[src/rtl/mpu_frame_asm.sv]
// Assembles a 14-byte MPU burst read into seven signed 16-bit samples.
// Samples are published atomically one cycle after the last byte arrives.
module mpu_frame_asm #(
    parameter int NUM_BYTES   = 14,
    parameter int TIMEOUT_CYC = 50000
) (
    input  logic        clk,
    input  logic        reset,
    input  logic        frame_start,
    input  logic        byte_valid,
    input  logic [7:0]  byte_data,
    output logic [15:0] accel_x,
    output logic [15:0] accel_y,
    output logic [15:0] accel_z,
    output logic [15:0] temp,
    output logic [15:0] gyro_x,
    output logic [15:0] gyro_y,
    output logic [15:0] gyro_z,
    output logic        frame_valid,
    output logic        frame_err,
    output logic        busy,
    output logic [15:0] frame_cnt
);

    localparam int IDX_W = $clog2(NUM_BYTES);
    localparam int TMR_W = $clog2(TIMEOUT_CYC + 1);
    localparam logic [IDX_W-1:0] LAST_IDX  = IDX_W'(NUM_BYTES - 1);
    localparam logic [TMR_W-1:0] TIMER_MAX = TMR_W'(TIMEOUT_CYC);

    typedef enum logic [1:0] {
        IDLE,
        COLLECT,
        PUBLISH,
        ABORT
    } state_t;

    state_t           state_q, state_d;
    logic [IDX_W-1:0] byteIdx_q, byteIdx_d;
    logic [TMR_W-1:0] idleTimer_q, idleTimer_d;
    logic             restartErr_q, restartErr_d;
    logic [7:0]       shadow_q [NUM_BYTES];
    logic [7:0]       shadow_d [NUM_BYTES];
    logic [15:0]      sample_q [7];
    logic [15:0]      frame_cnt_q;
    logic             publishLoad;

    always_comb begin
        state_d      = state_q;
        byteIdx_d    = byteIdx_q;
        idleTimer_d  = idleTimer_q;
        restartErr_d = 1'b0;
        shadow_d     = shadow_q;
        publishLoad  = 1'b0;
        unique case (state_q)
            IDLE: begin
                if (frame_start) begin
                    state_d     = COLLECT;
                    byteIdx_d   = '0;
                    idleTimer_d = '0;
                end
            end
            COLLECT: begin
                // A new frame_start outranks a coincident byte and restarts the frame.
                if (frame_start) begin
                    restartErr_d = 1'b1;
                    byteIdx_d    = '0;
                    idleTimer_d  = '0;
                end else if (byte_valid) begin
                    shadow_d[byteIdx_q] = byte_data;
                    idleTimer_d         = '0;
                    if (byteIdx_q == LAST_IDX) begin
                        state_d     = PUBLISH;
                        byteIdx_d   = '0;
                        publishLoad = 1'b1;
                    end else begin
                        byteIdx_d = byteIdx_q + IDX_W'(1);
                    end
                end else if (idleTimer_q == TIMER_MAX) begin
                    state_d = ABORT;
                end else begin
                    idleTimer_d = idleTimer_q + TMR_W'(1);
                end
            end
            PUBLISH: state_d = IDLE;
            ABORT:   state_d = IDLE;
            default: state_d = IDLE;
        endcase
    end

    // Outputs load from shadow_d so the final byte lands in the same edge as entry to PUBLISH.
    always_ff @(posedge clk or posedge reset) begin
        if (reset) begin
            state_q      <= IDLE;
            byteIdx_q    <= '0;
            idleTimer_q  <= '0;
            restartErr_q <= 1'b0;
            frame_cnt_q  <= '0;
            for (int i = 0; i < NUM_BYTES; i++) shadow_q[i] <= '0;
            for (int w = 0; w < 7; w++) sample_q[w] <= '0;
        end else begin
            state_q      <= state_d;
            byteIdx_q    <= byteIdx_d;
            idleTimer_q  <= idleTimer_d;
            restartErr_q <= restartErr_d;
            shadow_q     <= shadow_d;
            if (publishLoad) begin
                for (int w = 0; w < 7; w++) sample_q[w] <= {shadow_d[2*w], shadow_d[2*w+1]};
                frame_cnt_q <= frame_cnt_q + 16'd1;
            end
        end
    end

    assign accel_x     = sample_q[0];
    assign accel_y     = sample_q[1];
    assign accel_z     = sample_q[2];
    assign temp        = sample_q[3];
    assign gyro_x      = sample_q[4];
    assign gyro_y      = sample_q[5];
    assign gyro_z      = sample_q[6];
    assign frame_cnt   = frame_cnt_q;
    assign frame_valid = (state_q == PUBLISH);
    assign frame_err   = (state_q == ABORT) || restartErr_q;
    assign busy        = (state_q == COLLECT) || (state_q == PUBLISH);

endmodule

[config.mk]
export PLATFORM = sky130hd
export DESIGN_NAME = mpu_frame_asm
export DESIGN_NICKNAME = d
export VERILOG_FILES = /design/src/rtl/mpu_frame_asm.sv
export SDC_FILE = /design/constraint.sdc
export NUM_CORES = 1
export LEC_CHECK = 0
export ABC_CLOCK_PERIOD_IN_PS = 7100
export BUFFER_PORTS_ARGS = -buffer_cell sky130_fd_sc_hd__buf_2
export CORE_AREA = 2 2 144 146
export CTS_CLUSTER_SIZE = 24
export DETAILED_ROUTE_END_ITERATION = 6
export DIE_AREA = 0 0 146 148
export GPL_ROUTABILITY_DRIVEN = 0
export MAX_ROUTING_LAYER = met4
export PLACE_DENSITY = 0.75
export RECOVER_POWER = 25
export SETUP_SLACK_MARGIN = 0.05
export SLEW_MARGIN = 20
export SYNTH_ARGS = -nofsm -noshare
export SYNTH_HDL_FRONTEND = slang
export SYNTH_SLANG_ARGS = --single-unit
[constraint.sdc]
create_clock -name clk -period 7.1 [get_ports clk]
set_clock_uncertainty 0.05 [all_clocks]
set_input_delay 0.71 -clock clk [delete_from_list [all_inputs] [get_ports clk]]
set_output_delay 0.71 -clock clk [all_outputs]
set_load 0.01 [all_outputs]
# --- Yosys cells after proc, flatten, opt, wreduce, memory -nomap -nowiden ---
# Index checks and enable logic that the tools add are counted.
word_totals:
  register_bits: 263
  inputBits: 12
  out_inout_bits: 131
op_classes:
  addsub: 3
  reduce_logical: 9
  eq_ne: 11
  bitwise: 1
  magnitude_cmp: 2
  mux: 28
op_table:
  columns: ["op", "n"]
  rows:
  - ["$mux 112", 3]
  - ["$bwmux 112", 1]
  - ["$mux 16", 4]
  - ["$add 16x1->16 const B", 2]
  - ["$demux 8 s4", 1]
  - ["$pmux 16 s2", 1]
  - ["$eq 16x16->1 const B", 1]
  - ["$mux 4", 4]
  - ["$mux 2", 5]
  - ["$ne 3x3->1 const B", 3]
  - ["$mux 8", 1]
  - ["$pmux 4 s2", 1]
  - ["$mux 1", 6]
  - ["$pmux 2 s3", 1]
  - ["$reduce_and 3->1", 2]
  - ["$ge 5x5->1 const B", 1]
  - ["$lt 5x1->1 const B", 1]
  - ["$not 4->5", 1]
  - ["$add 4x1->4 const B", 1]
  - ["$eq 2x2->1 const B", 2]
  - ["$eq 4x4->1 const B", 1]
  - ["$ne 2x2->1 const B", 2]
  - ["$ne 4x4->1 const B", 1]
  - ["$reduce_and 4->1", 1]
  - ["other kinds (6)", 7]

# --- Longest topological paths before layout ---
# Gate-level depths: netlist of run 1.
depth:
  word_depth: 9
  ltp_mapped: 9
  mapped_depth_nobuf: 6

# --- Worst setup path after synthesis of run 1 ---
# No wires, ideal clock.
synth_path:
  path_type: "input to register"
  from: "input frame_start"
  to: "register shadow_q[88] (netlist bit)"
  required_ps: 6925
  path_slack_ps: 4854
  path_stages: 5
  t_arrival_ps: 2071
  setup_time_ps: 125
  path_cell_list: "nand3b_1 > or3_1 > clkbuf_1 > nor2_2 > mux2_2"
synth_rtl:
  columns: ["element", "line_no", "source"]
  rows:
  - ["start: declaration", "9", "input logic frame_start,"]
  - ["end signal: assignment", "105", "shadow_q <= shadow_d;"]
  - ["end: declaration", "41", "logic [7:0] shadow_q [NUM_BYTES];"]

==> impl_metrics.env, run 1 <==
export IMPL_hold_class="input port to asynchronous set/reset pin"
export IMPL_wl_per_cell_um=16.9
export IMPL_mostFrequentLayoutCell="nand2_1"
export IMPL_top_layer="met4"
export IMPL_initial_core_util_pct=50.6
export IMPL_syn_num_nets=938
export IMPL_vdd_ir_drop_max_v=0.000211
export IMPL_ys_flop_type="dfrtp_1"
export IMPL_root_buffer="clkbuf_16"
export IMPL_clock_sinks=255
export IMPL_dr_wl_met3_mm=1.09
export IMPL_r2r_cells=7
export IMPL_reg2reg_from="state_q[1]$_DFFE_PP0P_"
export IMPL_clk_pin_slew_ns=0.06
export IMPL_synthTopCellsByArea="dfrtp_1 63%, nand2_1 13%, mux2_2 11%"
export IMPL_ff_latch_area_mm2=0.00638
export IMPL_holdWs_ns=0.405
export IMPL_p_per_area_mw_per_mm2=274
export IMPL_slew_violations=146
export IMPL_cts_max_level=1
export IMPL_first_pass_iters=4
export IMPL_critPathLaunchType="input port"
export IMPL_syn_avg_cell_area_um2=11.0
export IMPL_synthAdderAreaFrac_pct=0.988
export IMPL_via_count=6937
export IMPL_period_share_pct=61.9
export IMPL_synth_top_family_by_area="simple AND/OR/NAND/NOR gates"
export IMPL_drcViolationCount=0
export IMPL_cp_cell_sequence="buf_2 -> clkinvlp_2 -> clkbuf_2"
export IMPL_tightest_slew_ns=3.42
export IMPL_synth_xor_area_share_pct=1.99
export IMPL_fp_row_count=52
export IMPL_synth_simple_area_share_pct=18.6
export IMPL_multiInputGateArea_mm2=0.00357
export IMPL_grt_max_degree=146
export IMPL_synthMuxAreaShare_pct=11.9
export IMPL_ant_nets=0
export IMPL_cp_end_kind="asynchronous set/reset pin"
export IMPL_yosysTopAreaCell="dfrtp_1"
export IMPL_period_minus_slack_ns=4.40
export IMPL_cts_tree="built"
export IMPL_crit_type="input port to asynchronous set/reset pin"
export IMPL_required_ns=6.89
export IMPL_grt_antenna_before_repair=0
export IMPL_final_area_mm2=0.0120
export IMPL_met2WireLength_mm=10.7
export IMPL_violations="max-capacitance violations, max-slew violations"
export IMPL_layout_common_cells="355 x nand2_1, 255 x dfrtp_1, 142 x buf_2"
export IMPL_syn_to_final_growth_pct=17.9
export IMPL_first_iter_violations=488
export IMPL_hold_violations=0
export IMPL_setup_slack_ns=2.70
export IMPL_async_reset_ff_share_pct=100
export IMPL_cts_buffer_depth=3
export IMPL_cap_violations=1
export IMPL_outcome="finished, violations left"
export IMPL_core_area_mm2=0.0200
export IMPL_globalRoute_totalOverflow=0
export IMPL_ys_warnings_count=0
export IMPL_crit_arrival_ns=4.19
export IMPL_die_area_mm2=0.0216
export IMPL_syn_area_mm2=0.0101
export IMPL_clk_latency_ns=0.52
export IMPL_yosys_area_top_type_share_pct=63.0
export IMPL_yosysSeqAreaShare_pct=63.0
export IMPL_p_leak_nw=6.62
export IMPL_max_freq_mhz=228
export IMPL_fp_dieW_um=146
export IMPL_synth_edf_count=0
export IMPL_grt_pass1_wl_mm=36.7
export IMPL_placed_area_mm2=0.0111
export IMPL_diodes=0
export IMPL_synth_cells=918
export IMPL_fin_util_pct=59.7
export IMPL_die_h_um=148
export IMPL_max_stage_delay_ns=2.50
export IMPL_fin_setup_tns_ns=0
export IMPL_viasPerCell=5.18
export IMPL_wl_met1_mm=10.4
export IMPL_r2r_slack_ns=3.88
export IMPL_worstPathMaxFanout=145
export IMPL_reg2reg_to="accel_y[14]$_DFFE_PP0P_"
export IMPL_detailedPlacementHpwl_mm=14.1
export IMPL_timing_slew_headroom_pct=-128
export IMPL_num_io_pins=143
export IMPL_cts_hold_buf=0
export IMPL_drive_above_1_share_pct=27.5
export IMPL_synth_compound_area_share_pct=1.68
export IMPL_grt_setup_unrepaired="false"
export IMPL_layout_nets=1070
export IMPL_synth_seq_cells=255
export IMPL_drt_wl_total_mm=22.6
export IMPL_cpMaxStageDelayCell="clkbuf_2"
export IMPL_postCtsSetupBuffers=0
export IMPL_synthDistinctLibCells=44
export IMPL_track_usage_pct=21.9
export IMPL_setup_viol=0
export IMPL_port_buffers=142
export IMPL_cts_resized=0
export IMPL_grt_pass1_vias=6810
export IMPL_pre_cts_ws_ns=3.90
export IMPL_fill_cells=1704
export IMPL_numCtsBuffers=26
cell usage after synthesis (all sizes together), types with 3 or more instances:
cell type	n
nand2	355
dfrtp	255
mux2	106
clkbuf	34
nor2	23
xnor2	19
o21ai	13
nand3	10
inv	9
nand4	9
nor3	9
buf	8
ha	8
a21oi	6
nand2b	6
or3	6
and3	4
xor2	4
nand3b	3
nor3b	3
or4	3
worst max path at each step:
stage	slack, ns	end	from
after detailed placement	3.90	temp[6]$_DFFE_PP0P_	frame_start
after global routing	1.83	shadow_q[92]$_DFF_PP0_	reset
after global placement	3.94	temp[4]$_DFFE_PP0P_	frame_start
final	2.70	accel_y[6]$_DFFE_PP0P_	reset
after floorplan	2.98	accel_x[0]$_DFFE_PP0P_	reset
after CTS	3.90	temp[6]$_DFFE_PP0P_	state_q[1]$_DFFE_PP0P_
power breakdown:
part           total, W  switching, W  internal, W  leakage, nW
sequential      0.00159     0.0000614      0.00153         3.52
combinational  0.000303      0.000182     0.000121         2.66
clock           0.00139      0.000543     0.000843        0.433
through the flow:
| stage | total power, W | std cells |
|---|---|---|
| floorplan | 0.00183 | 918 |
| global placement | 0.00191 | 1292 |
| detailed placement | 0.00192 | 1292 |
| CTS | 0.00331 | 1340 |
| global route | 0.00342 | 1340 |
| finish | 0.00328 | 1340 |
area by class of cell:
| cell class | instances | area share (%) |
|---|---|---|
| Sequential cell | 255 | 53.4 |
| Multi-Input combinational cell | 612 | 29.9 |
| Clock buffer | 42 | 6.71 |
| Timing Repair Buffer | 146 | 6.21 |
| Tap cell | 270 | 2.83 |
| Clock inverter | 6 | 0.691 |
| Inverter | 9 | 0.293 |
per-layer routing:
layer | vias up | GRT usage [%]
met5 | - | -
met2 | 184 | 34.5
met1 | 3467 | 31.1
li1 | 3257 | -
met4 | 0 | 4.22
met3 | 29 | 3.06
kinds of logic (layout without fill, tap and decap cells):
family,Yosys count,count (layout)
and+or+nand+nor,446,446
DFF,255,255
muxes,107,107
buffers and inverters,51,203
AOI/OAI and AO/OA,28,28
xor gates and xnor gates,23,23
adders and majority gates,8,8
flip-flops by register name, summed over array words and instances (netlist names), 16 cells and up:
| signal | count |
|---|---|
| frame_cnt | 16 |
| gyro_z | 16 |
| idleTimer_q | 16 |
| accel_x | 16 |
| accel_z | 16 |
| shadow_q | 104 |
| accel_y | 16 |
| temp | 16 |
| gyro_x | 16 |
| gyro_y | 16 |
critical path: cells and delay by family:
kind | cells | cell delay [ns]
buf+inv | 3 | 3.34
Power figures use the tool's default switching activity.
==> run 2, diff against run 1 <==
--- a/config.mk
+++ b/config.mk
@@ -5,15 +5,15 @@
 export SDC_FILE = /design/constraint.sdc
 export NUM_CORES = 1
 export LEC_CHECK = 0
-export ABC_CLOCK_PERIOD_IN_PS = 7100
+export ABC_CLOCK_PERIOD_IN_PS = 4400
 export BUFFER_PORTS_ARGS = -buffer_cell sky130_fd_sc_hd__buf_2
-export CORE_AREA = 2 2 144 146
+export CORE_AREA = 2 2 139 141
 export CTS_CLUSTER_SIZE = 24
 export DETAILED_ROUTE_END_ITERATION = 6
-export DIE_AREA = 0 0 146 148
+export DIE_AREA = 0 0 141 143
 export GPL_ROUTABILITY_DRIVEN = 0
 export MAX_ROUTING_LAYER = met4
-export PLACE_DENSITY = 0.75
+export PLACE_DENSITY = 0.76
 export RECOVER_POWER = 25
 export SETUP_SLACK_MARGIN = 0.05
 export SLEW_MARGIN = 20
==> constraint.sdc (replaced) <==
create_clock -name clk -period 4.4 [get_ports clk]
set_clock_uncertainty 0.05 [all_clocks]
set_input_delay 0.44 -clock clk [delete_from_list [all_inputs] [get_ports clk]]
set_output_delay 0.44 -clock clk [all_outputs]
set_load 0.01 [all_outputs]
==> impl_metrics.env, run 2 (same netlist as run 1, synthesis figures left out) <==
export IMPL_cts_tree="built"
export IMPL_via_count=6987
export IMPL_grt_antenna_before_repair=0
export IMPL_port_buffers=142
export IMPL_outcome="finished, final reports clean"
export IMPL_track_usage_pct=23.4
export IMPL_layout_common_cells="355 x nand2_1, 255 x dfrtp_1, 133 x clkbuf_1"
export IMPL_vdd_ir_drop_max_v=0.000315
export IMPL_cp_cell_sequence="inv_1 -> ha_1 -> nand3b_1 -> nor2_4 -> buf_4 -> nand2_1 -> nand2_1"
export IMPL_layout_nets=1071
export IMPL_die_area_mm2=0.0202
export IMPL_clock_sinks=255
export IMPL_cts_buffer_depth=3
export IMPL_pwr_share_comb_pct=9.7
export IMPL_largest_register_ffs=104
export IMPL_power_w=0.00518
export IMPL_fin_util_pct=63.0
export IMPL_required_ns=4.81
export IMPL_clockPowerShare_pct=40.8
export IMPL_holdWs_ns=0.242
export IMPL_detailedPlacementHpwl_mm=14.3
export IMPL_root_buffer="clkbuf_16"
export IMPL_die_h_um=143
export IMPL_grt_max_degree=160
export IMPL_setup_viol=0
export IMPL_mostFrequentLayoutCell="nand2_1"
export IMPL_cap_violations=0
export IMPL_hold_violations=0
export IMPL_cp_end_kind="flop"
export IMPL_period_share_pct=63.0
export IMPL_clk_pin_slew_ns=0.07
export IMPL_power_switching_w=0.00128
export IMPL_tightest_slew_ns=1.24
export IMPL_critPathLaunchType="flop"
export IMPL_hold_class="input port to flop"
export IMPL_ant_nets=0
export IMPL_seq_power_share_pct=49.5
export IMPL_drive_above_1_share_pct=15.5
export IMPL_num_io_pins=143
export IMPL_drcViolationCount=0
export IMPL_timing_slew_headroom_pct=17.1
export IMPL_numCtsBuffers=25
export IMPL_p_per_area_mw_per_mm2=442
export IMPL_grt_setup_unrepaired="false"
export IMPL_regMostFlops="shadow_q"
export IMPL_grt_pass1_vias=6978
export IMPL_grt_pass1_wl_mm=36.6
export IMPL_max_stage_delay_ns=0.79
export IMPL_viasPerCell=5.37
export IMPL_diodes=0
export IMPL_fp_row_count=50
export IMPL_setup_slack_ns=1.63
export IMPL_syn_to_final_growth_pct=15.6
export IMPL_slew_violations=0
export IMPL_max_freq_mhz=361
export IMPL_wl_per_cell_um=17.1
export IMPL_p_leak_nw=6.04
export IMPL_cpMaxStageDelayCell="nor2_4"
export IMPL_drt_wl_total_mm=22.3
export IMPL_clk_latency_ns=0.51
export IMPL_swShare_pct=24.7
export IMPL_fp_dieW_um=141
export IMPL_fin_setup_tns_ns=0
export IMPL_p_int_w=0.00390
export IMPL_pre_cts_ws_ns=1.64
export IMPL_first_iter_violations=398
export IMPL_cts_max_level=1
export IMPL_initial_core_util_pct=54.6
export IMPL_globalRoute_totalOverflow=0
export IMPL_worstPathMaxFanout=39
export IMPL_first_pass_iters=5
export IMPL_period_minus_slack_ns=2.77
export IMPL_crit_type="flop to flop"
export IMPL_core_area_mm2=0.0186
export IMPL_crit_top_cell="nand2_1"
export IMPL_crit_arrival_ns=3.18
-- run 2: changes by cell type in the layout (fill, tap and decap cells not counted) --
cell,before,now
buf_2,142,14
dlygate4sd3_1,0,1
clkbuf_1,8,133
buf_6,1,0
inv_6,0,2
buf_12,0,2
buf_4,2,3
clkbuf_16,27,25
clkinvlp_4,1,0
clkbuf_2,1,0
clkbuf_8,7,4
clkinv_2,3,6
-- run 2: per-stage QoR --
stage	area, um2	instances
after global routing	11700	1302
after global placement	11100	1257
after CTS	11900	1302
after detailed placement	11100	1257
final	11700	1302
after floorplan	10100	918
-- run 2: cell type report --
type | instances | area (um2)
Sequential cell | 255 | 6380
Tap cell | 234 | 293
Multi-Input combinational cell | 612 | 3570
Fill cell | 1507 | 6870
Clock inverter | 10 | 108
Timing Repair Buffer | 148 | 623
Inverter | 9 | 35.0
Clock buffer | 34 | 699
-- run 2: final timing paths --
path | from | to | slack (ns) | depth (start not counted)
worst max-delay path | state_q[1]$_DFFE_PP0P_ | accel_y[0]$_DFFE_PP0P_ | 1.63 | 7
max in group asynchronous | reset | gyro_y[10]$_DFFE_PP0P_ | 2.21 | 4
worst min register to register | shadow_q[73]$_DFF_PP0_ | accel_z[9]$_DFFE_PP0P_ | 0.41 | 2
min in group asynchronous | reset | frame_cnt[9]$_DFFE_PP0P_ | 0.68 | 3
worst max register to register | state_q[1]$_DFFE_PP0P_ | accel_y[0]$_DFFE_PP0P_ | 1.63 | 7
worst min-delay path | frame_start | restartErr_q$_DFF_PP0_ | 0.24 | 2
-- run 2: worst max-delay path, delay by kind of cell (launching register included) --
kind          cells  cell delay [ns]
flops             1             0.41
buf+inv           2             0.57
fa+ha+maj         1             0.37
simple gates      4             1.29
-- run 2: timing repair --
| action | CTS | global route |
|---|---|---|
| setup buffers | 0 | 0 |
| hold endpoints to repair | 25 | 0 |
| hold buffers | 1 | 0 |
| gates resized for setup | 0 | 0 |
-- run 2: power by group through the flow --
stage	sequential, W	clock (W)	combinational (W)
2_1_floorplan	0.00256	0	0.000397
3_3_place_gp	0.00260	0	0.000489
3_5_place_dp	0.00260	0	0.000505
4_1_cts	0.00256	0.00215	0.000508
5_1_grt	0.00258	0.00223	0.000564
6_report	0.00256	0.00211	0.000501
-- run 2: metal layers --
layer	GRT usage, %	up-vias	wire length, um
met5	-	-	0
met4	6.32	0	495
met3	4.06	44	1430
met2	34.6	214	9980
met1	34.0	3476	10400
li1	-	3253	-
==> run 3, diff against run 2 <==
--- a/config.mk
+++ b/config.mk
@@ -5,12 +5,13 @@
 export SDC_FILE = /design/constraint.sdc
 export NUM_CORES = 1
 export LEC_CHECK = 0
-export ABC_CLOCK_PERIOD_IN_PS = 4400
+export ABC_AREA = 1
+export ABC_CLOCK_PERIOD_IN_PS = 2720
 export BUFFER_PORTS_ARGS = -buffer_cell sky130_fd_sc_hd__buf_2
-export CORE_AREA = 2 2 139 141
+export CORE_AREA = 2 2 144 146
 export CTS_CLUSTER_SIZE = 24
 export DETAILED_ROUTE_END_ITERATION = 6
-export DIE_AREA = 0 0 141 143
+export DIE_AREA = 0 0 146 148
 export GPL_ROUTABILITY_DRIVEN = 0
 export MAX_ROUTING_LAYER = met4
 export PLACE_DENSITY = 0.76
==> constraint.sdc (replaced) <==
create_clock -name clk -period 2.72 [get_ports clk]
set_clock_uncertainty 0.05 [all_clocks]
set_input_delay 0.272 -clock clk [delete_from_list [all_inputs] [get_ports clk]]
set_output_delay 0.272 -clock clk [all_outputs]
set_load 0.01 [all_outputs]
==> impl_metrics.env, run 3 <==
export IMPL_required_ns=3.06
export IMPL_endpoint="gyro_y[0]$_DFFE_PP0P_"
export IMPL_syn_avg_cell_area_um2=8.46
export IMPL_fp_row_count=52
export IMPL_synthDistinctLibCells=24
export IMPL_dr_wl_met3_mm=1.12
export IMPL_top_layer="met4"
export IMPL_p_per_area_mw_per_mm2=726
export IMPL_max_freq_mhz=426
export IMPL_grt_pass1_wl_mm=41.0
export IMPL_ff_latch_area_mm2=0.00638
export IMPL_ys_flop_type="dfrtp_1"
export IMPL_violations="max-capacitance violations, max-slew violations"
export IMPL_num_io_pins=143
export IMPL_clock_sinks=255
export IMPL_yosys_area_top_type_share_pct=58.8
export IMPL_first_pass_iters=4
export IMPL_ys_warnings_count=0
export IMPL_cpMaxStageDelayCell="dfrtp_1"
export IMPL_met2WireLength_mm=11.4
export IMPL_viasPerCell=4.92
export IMPL_grt_pass1_vias=7959
export IMPL_detailedPlacementHpwl_mm=15.9
export IMPL_setup_viol=0
export IMPL_globalRoute_totalOverflow=0
export IMPL_initial_core_util_pct=54.2
export IMPL_die_area_mm2=0.0216
export IMPL_layout_nets=1434
export IMPL_crit_top_cell="o21ai_0"
export IMPL_via_count=8371
export IMPL_port_buffers=142
export IMPL_p_leak_nw=6.74
export IMPL_layout_common_cells="339 x nand2_1, 258 x inv_1, 255 x dfrtp_1"
export IMPL_cp_num_cells=9
export IMPL_wl_per_cell_um=14.5
export IMPL_track_usage_pct=24.1
export IMPL_outcome="finished, violations left"
export IMPL_syn_area_mm2=0.0109
export IMPL_syn_num_nets=1303
export IMPL_wl_met1_mm=11.7
export IMPL_regMostFlops="shadow_q"
export IMPL_crit_arrival_ns=2.69
export IMPL_cp_end_kind="flop"
export IMPL_largest_register_ffs=104
export IMPL_core_area_mm2=0.0200
export IMPL_die_h_um=148
export IMPL_grt_antenna_before_repair=0
export IMPL_reg2reg_to="gyro_y[0]$_DFFE_PP0P_"
export IMPL_async_reset_ff_share_pct=100
export IMPL_ys_top_cells_by_count="341 x nand2_1, 259 x inv_1, 255 x dfrtp_1"
export IMPL_hold_class="input port to flop"
export IMPL_r2r_slack_ns=0.37
export IMPL_period_share_pct=86.3
export IMPL_multiInputGateArea_mm2=0.00326
export IMPL_slew_violations=73
export IMPL_holdWs_ns=0.0800
export IMPL_critPathLaunchType="flop"
export IMPL_max_stage_delay_ns=0.41
export IMPL_synth_cells=1283
export IMPL_placed_area_mm2=0.0118
export IMPL_synth_edf_count=0
export IMPL_vdd_ir_drop_max_v=0.000484
export IMPL_final_cells=1702
export IMPL_root_buffer="clkbuf_16"
export IMPL_worstPathMaxFanout=16
export IMPL_hold_violations=0
export IMPL_grt_setup_unrepaired="false"
export IMPL_drive_above_1_share_pct=14.6
export IMPL_ant_nets=0
export IMPL_syn_to_final_growth_pct=16.2
export IMPL_first_iter_violations=481
export IMPL_postCtsSetupBuffers=0
export IMPL_cp_top_family="simple AND/OR/NAND/NOR gates"
export IMPL_cap_violations=1
export IMPL_drt_wl_total_mm=24.7
export IMPL_clk_pin_slew_ns=0.06
export IMPL_r2r_cells=9
export IMPL_setup_slack_ns=0.372
export IMPL_synth_seq_cells=255
export IMPL_fill_cells=1750
export IMPL_cts_tree="built"
export IMPL_yosysSeqAreaShare_pct=58.8
export IMPL_pre_cts_ws_ns=0.369
export IMPL_dp_cells=1655
export IMPL_cts_buffer_depth=3
export IMPL_period_minus_slack_ns=2.35
export IMPL_timing_slew_headroom_pct=-16.5
export IMPL_numCtsBuffers=26
export IMPL_final_area_mm2=0.0126
export IMPL_grt_max_degree=125
export IMPL_cp_num_buf_inv=2
export IMPL_synth_most_common_cell="nand2_1"
export IMPL_crit_type="flop to flop"
export IMPL_yosysTopAreaCell="dfrtp_1"
export IMPL_critical_path_startpoint="state_q[1]$_DFFE_PP0P_"
export IMPL_synthTopCellsByArea="dfrtp_1 59%, nand2_1 12%, inv_1 9.0%"
export IMPL_reg2reg_from="state_q[1]$_DFFE_PP0P_"
export IMPL_cp_cell_sequence="inv_1 -> ha_1 -> inv_2 -> nor2_2 -> nand2_2 -> nor3_2 -> nand2_1 -> o21ai_0 -> o21ai_0"
export IMPL_drcViolationCount=0
export IMPL_clk_latency_ns=0.53
export IMPL_mostFrequentLayoutCell="nand2_1"
export IMPL_tightest_slew_ns=1.75
export IMPL_cts_max_level=1
export IMPL_fp_dieW_um=146
export IMPL_diodes=0
## run 3: cell count changes after synthesis, moves of 9 or more
cell      before  now
buf_2          3   30
clkbuf_1      34   22
inv_1          9  259
mux2_1        10    0
mux2_2        96    0
nand2_1      355  341
nand3_1       10   28
nor2_1        20   51
o21ai_0       13  170
o21ai_1        0   57
xnor2_1       19    2
xor2_1         4   13
## run 3: worst min-delay path by stage
stage	from	endpoint	slack (ns)	cells past startpoint
after floorplan	byte_valid	idleTimer_q[10]$_DFFE_PP0P_	0.38	3
after global placement	gyro_z[5]$_DFFE_PP0P_	gyro_z[5]$_DFFE_PP0P_	0.41	2
after detailed placement	gyro_z[1]$_DFFE_PP0P_	gyro_z[1]$_DFFE_PP0P_	0.41	2
after CTS	byte_valid	idleTimer_q[11]$_DFFE_PP0P_	0.06	4
after global routing	frame_start	restartErr_q$_DFF_PP0_	0.1	3
final	byte_valid	idleTimer_q[11]$_DFFE_PP0P_	0.08	4
## run 3: worst reg2reg max path, delay by kind of cell (launching register included)
kind            cells  cell delay, ns
simple gates        4            0.92
compound gates      2            0.49
flops               1            0.41
fa+ha+maj           1            0.19
buf+inv             2            0.17
## run 3: final cells by class
cell class / count / share of cell area [%]
flip-flops and latches: 255 / 50.6
multi-input cells: 712 / 25.9
inverters: 264 / 7.86
repair buffers: 155 / 6.60
clock buffers: 41 / 6.01
well taps: 270 / 2.68
clock inverters: 5 / 0.397
## run 3: stage by stage
| step | total power [W] | util (%) | TNS, ns |
|---|---|---|---|
| 4_1_cts | 0.00926 | 63.2 | 0 |
| 2_1_floorplan | 0.00539 | - | -244.71 |
| 6_report | 0.00916 | 63.0 | 0 |
| 3_5_place_dp | 0.00584 | 59.1 | 0 |
| 3_3_place_gp | 0.00577 | 59.1 | 0 |
| 5_1_grt | 0.00966 | 63.0 | 0 |
## run 3: kinds of logic after synthesis
logic type / synth area share, %
and+or+nand+nor: 16.7
buffers and inverters: 11.3
DFF: 58.8
AOI/OAI and AO/OA: 11.1
xor gates and xnor gates: 1.21
adders and majority gates: 0.922
## run 3: repair_timing
item | in CTS | in global routing
endpoints found under the hold margin | 255 | 0
hold buffers | 1 | 0
endpoints found under the setup margin | 0 | 1
gates resized for setup | 0 | 1
## run 3: power breakdown
group / leakage [nW] / switching (W) / internal, W
Sequential: 3.03 / 0.000138 / 0.00415
Combinational: 3.31 / 0.00101 / 0.000470
Clock: 0.397 / 0.00140 / 0.00199
## run 3: per-layer routing
metal | track usage [%] | up-vias
met5 | - | -
met4 | 6.36 | 0
li1 | - | 4153
met1 | 34.8 | 3963
met2 | 37.0 | 214
met3 | 2.78 | 41
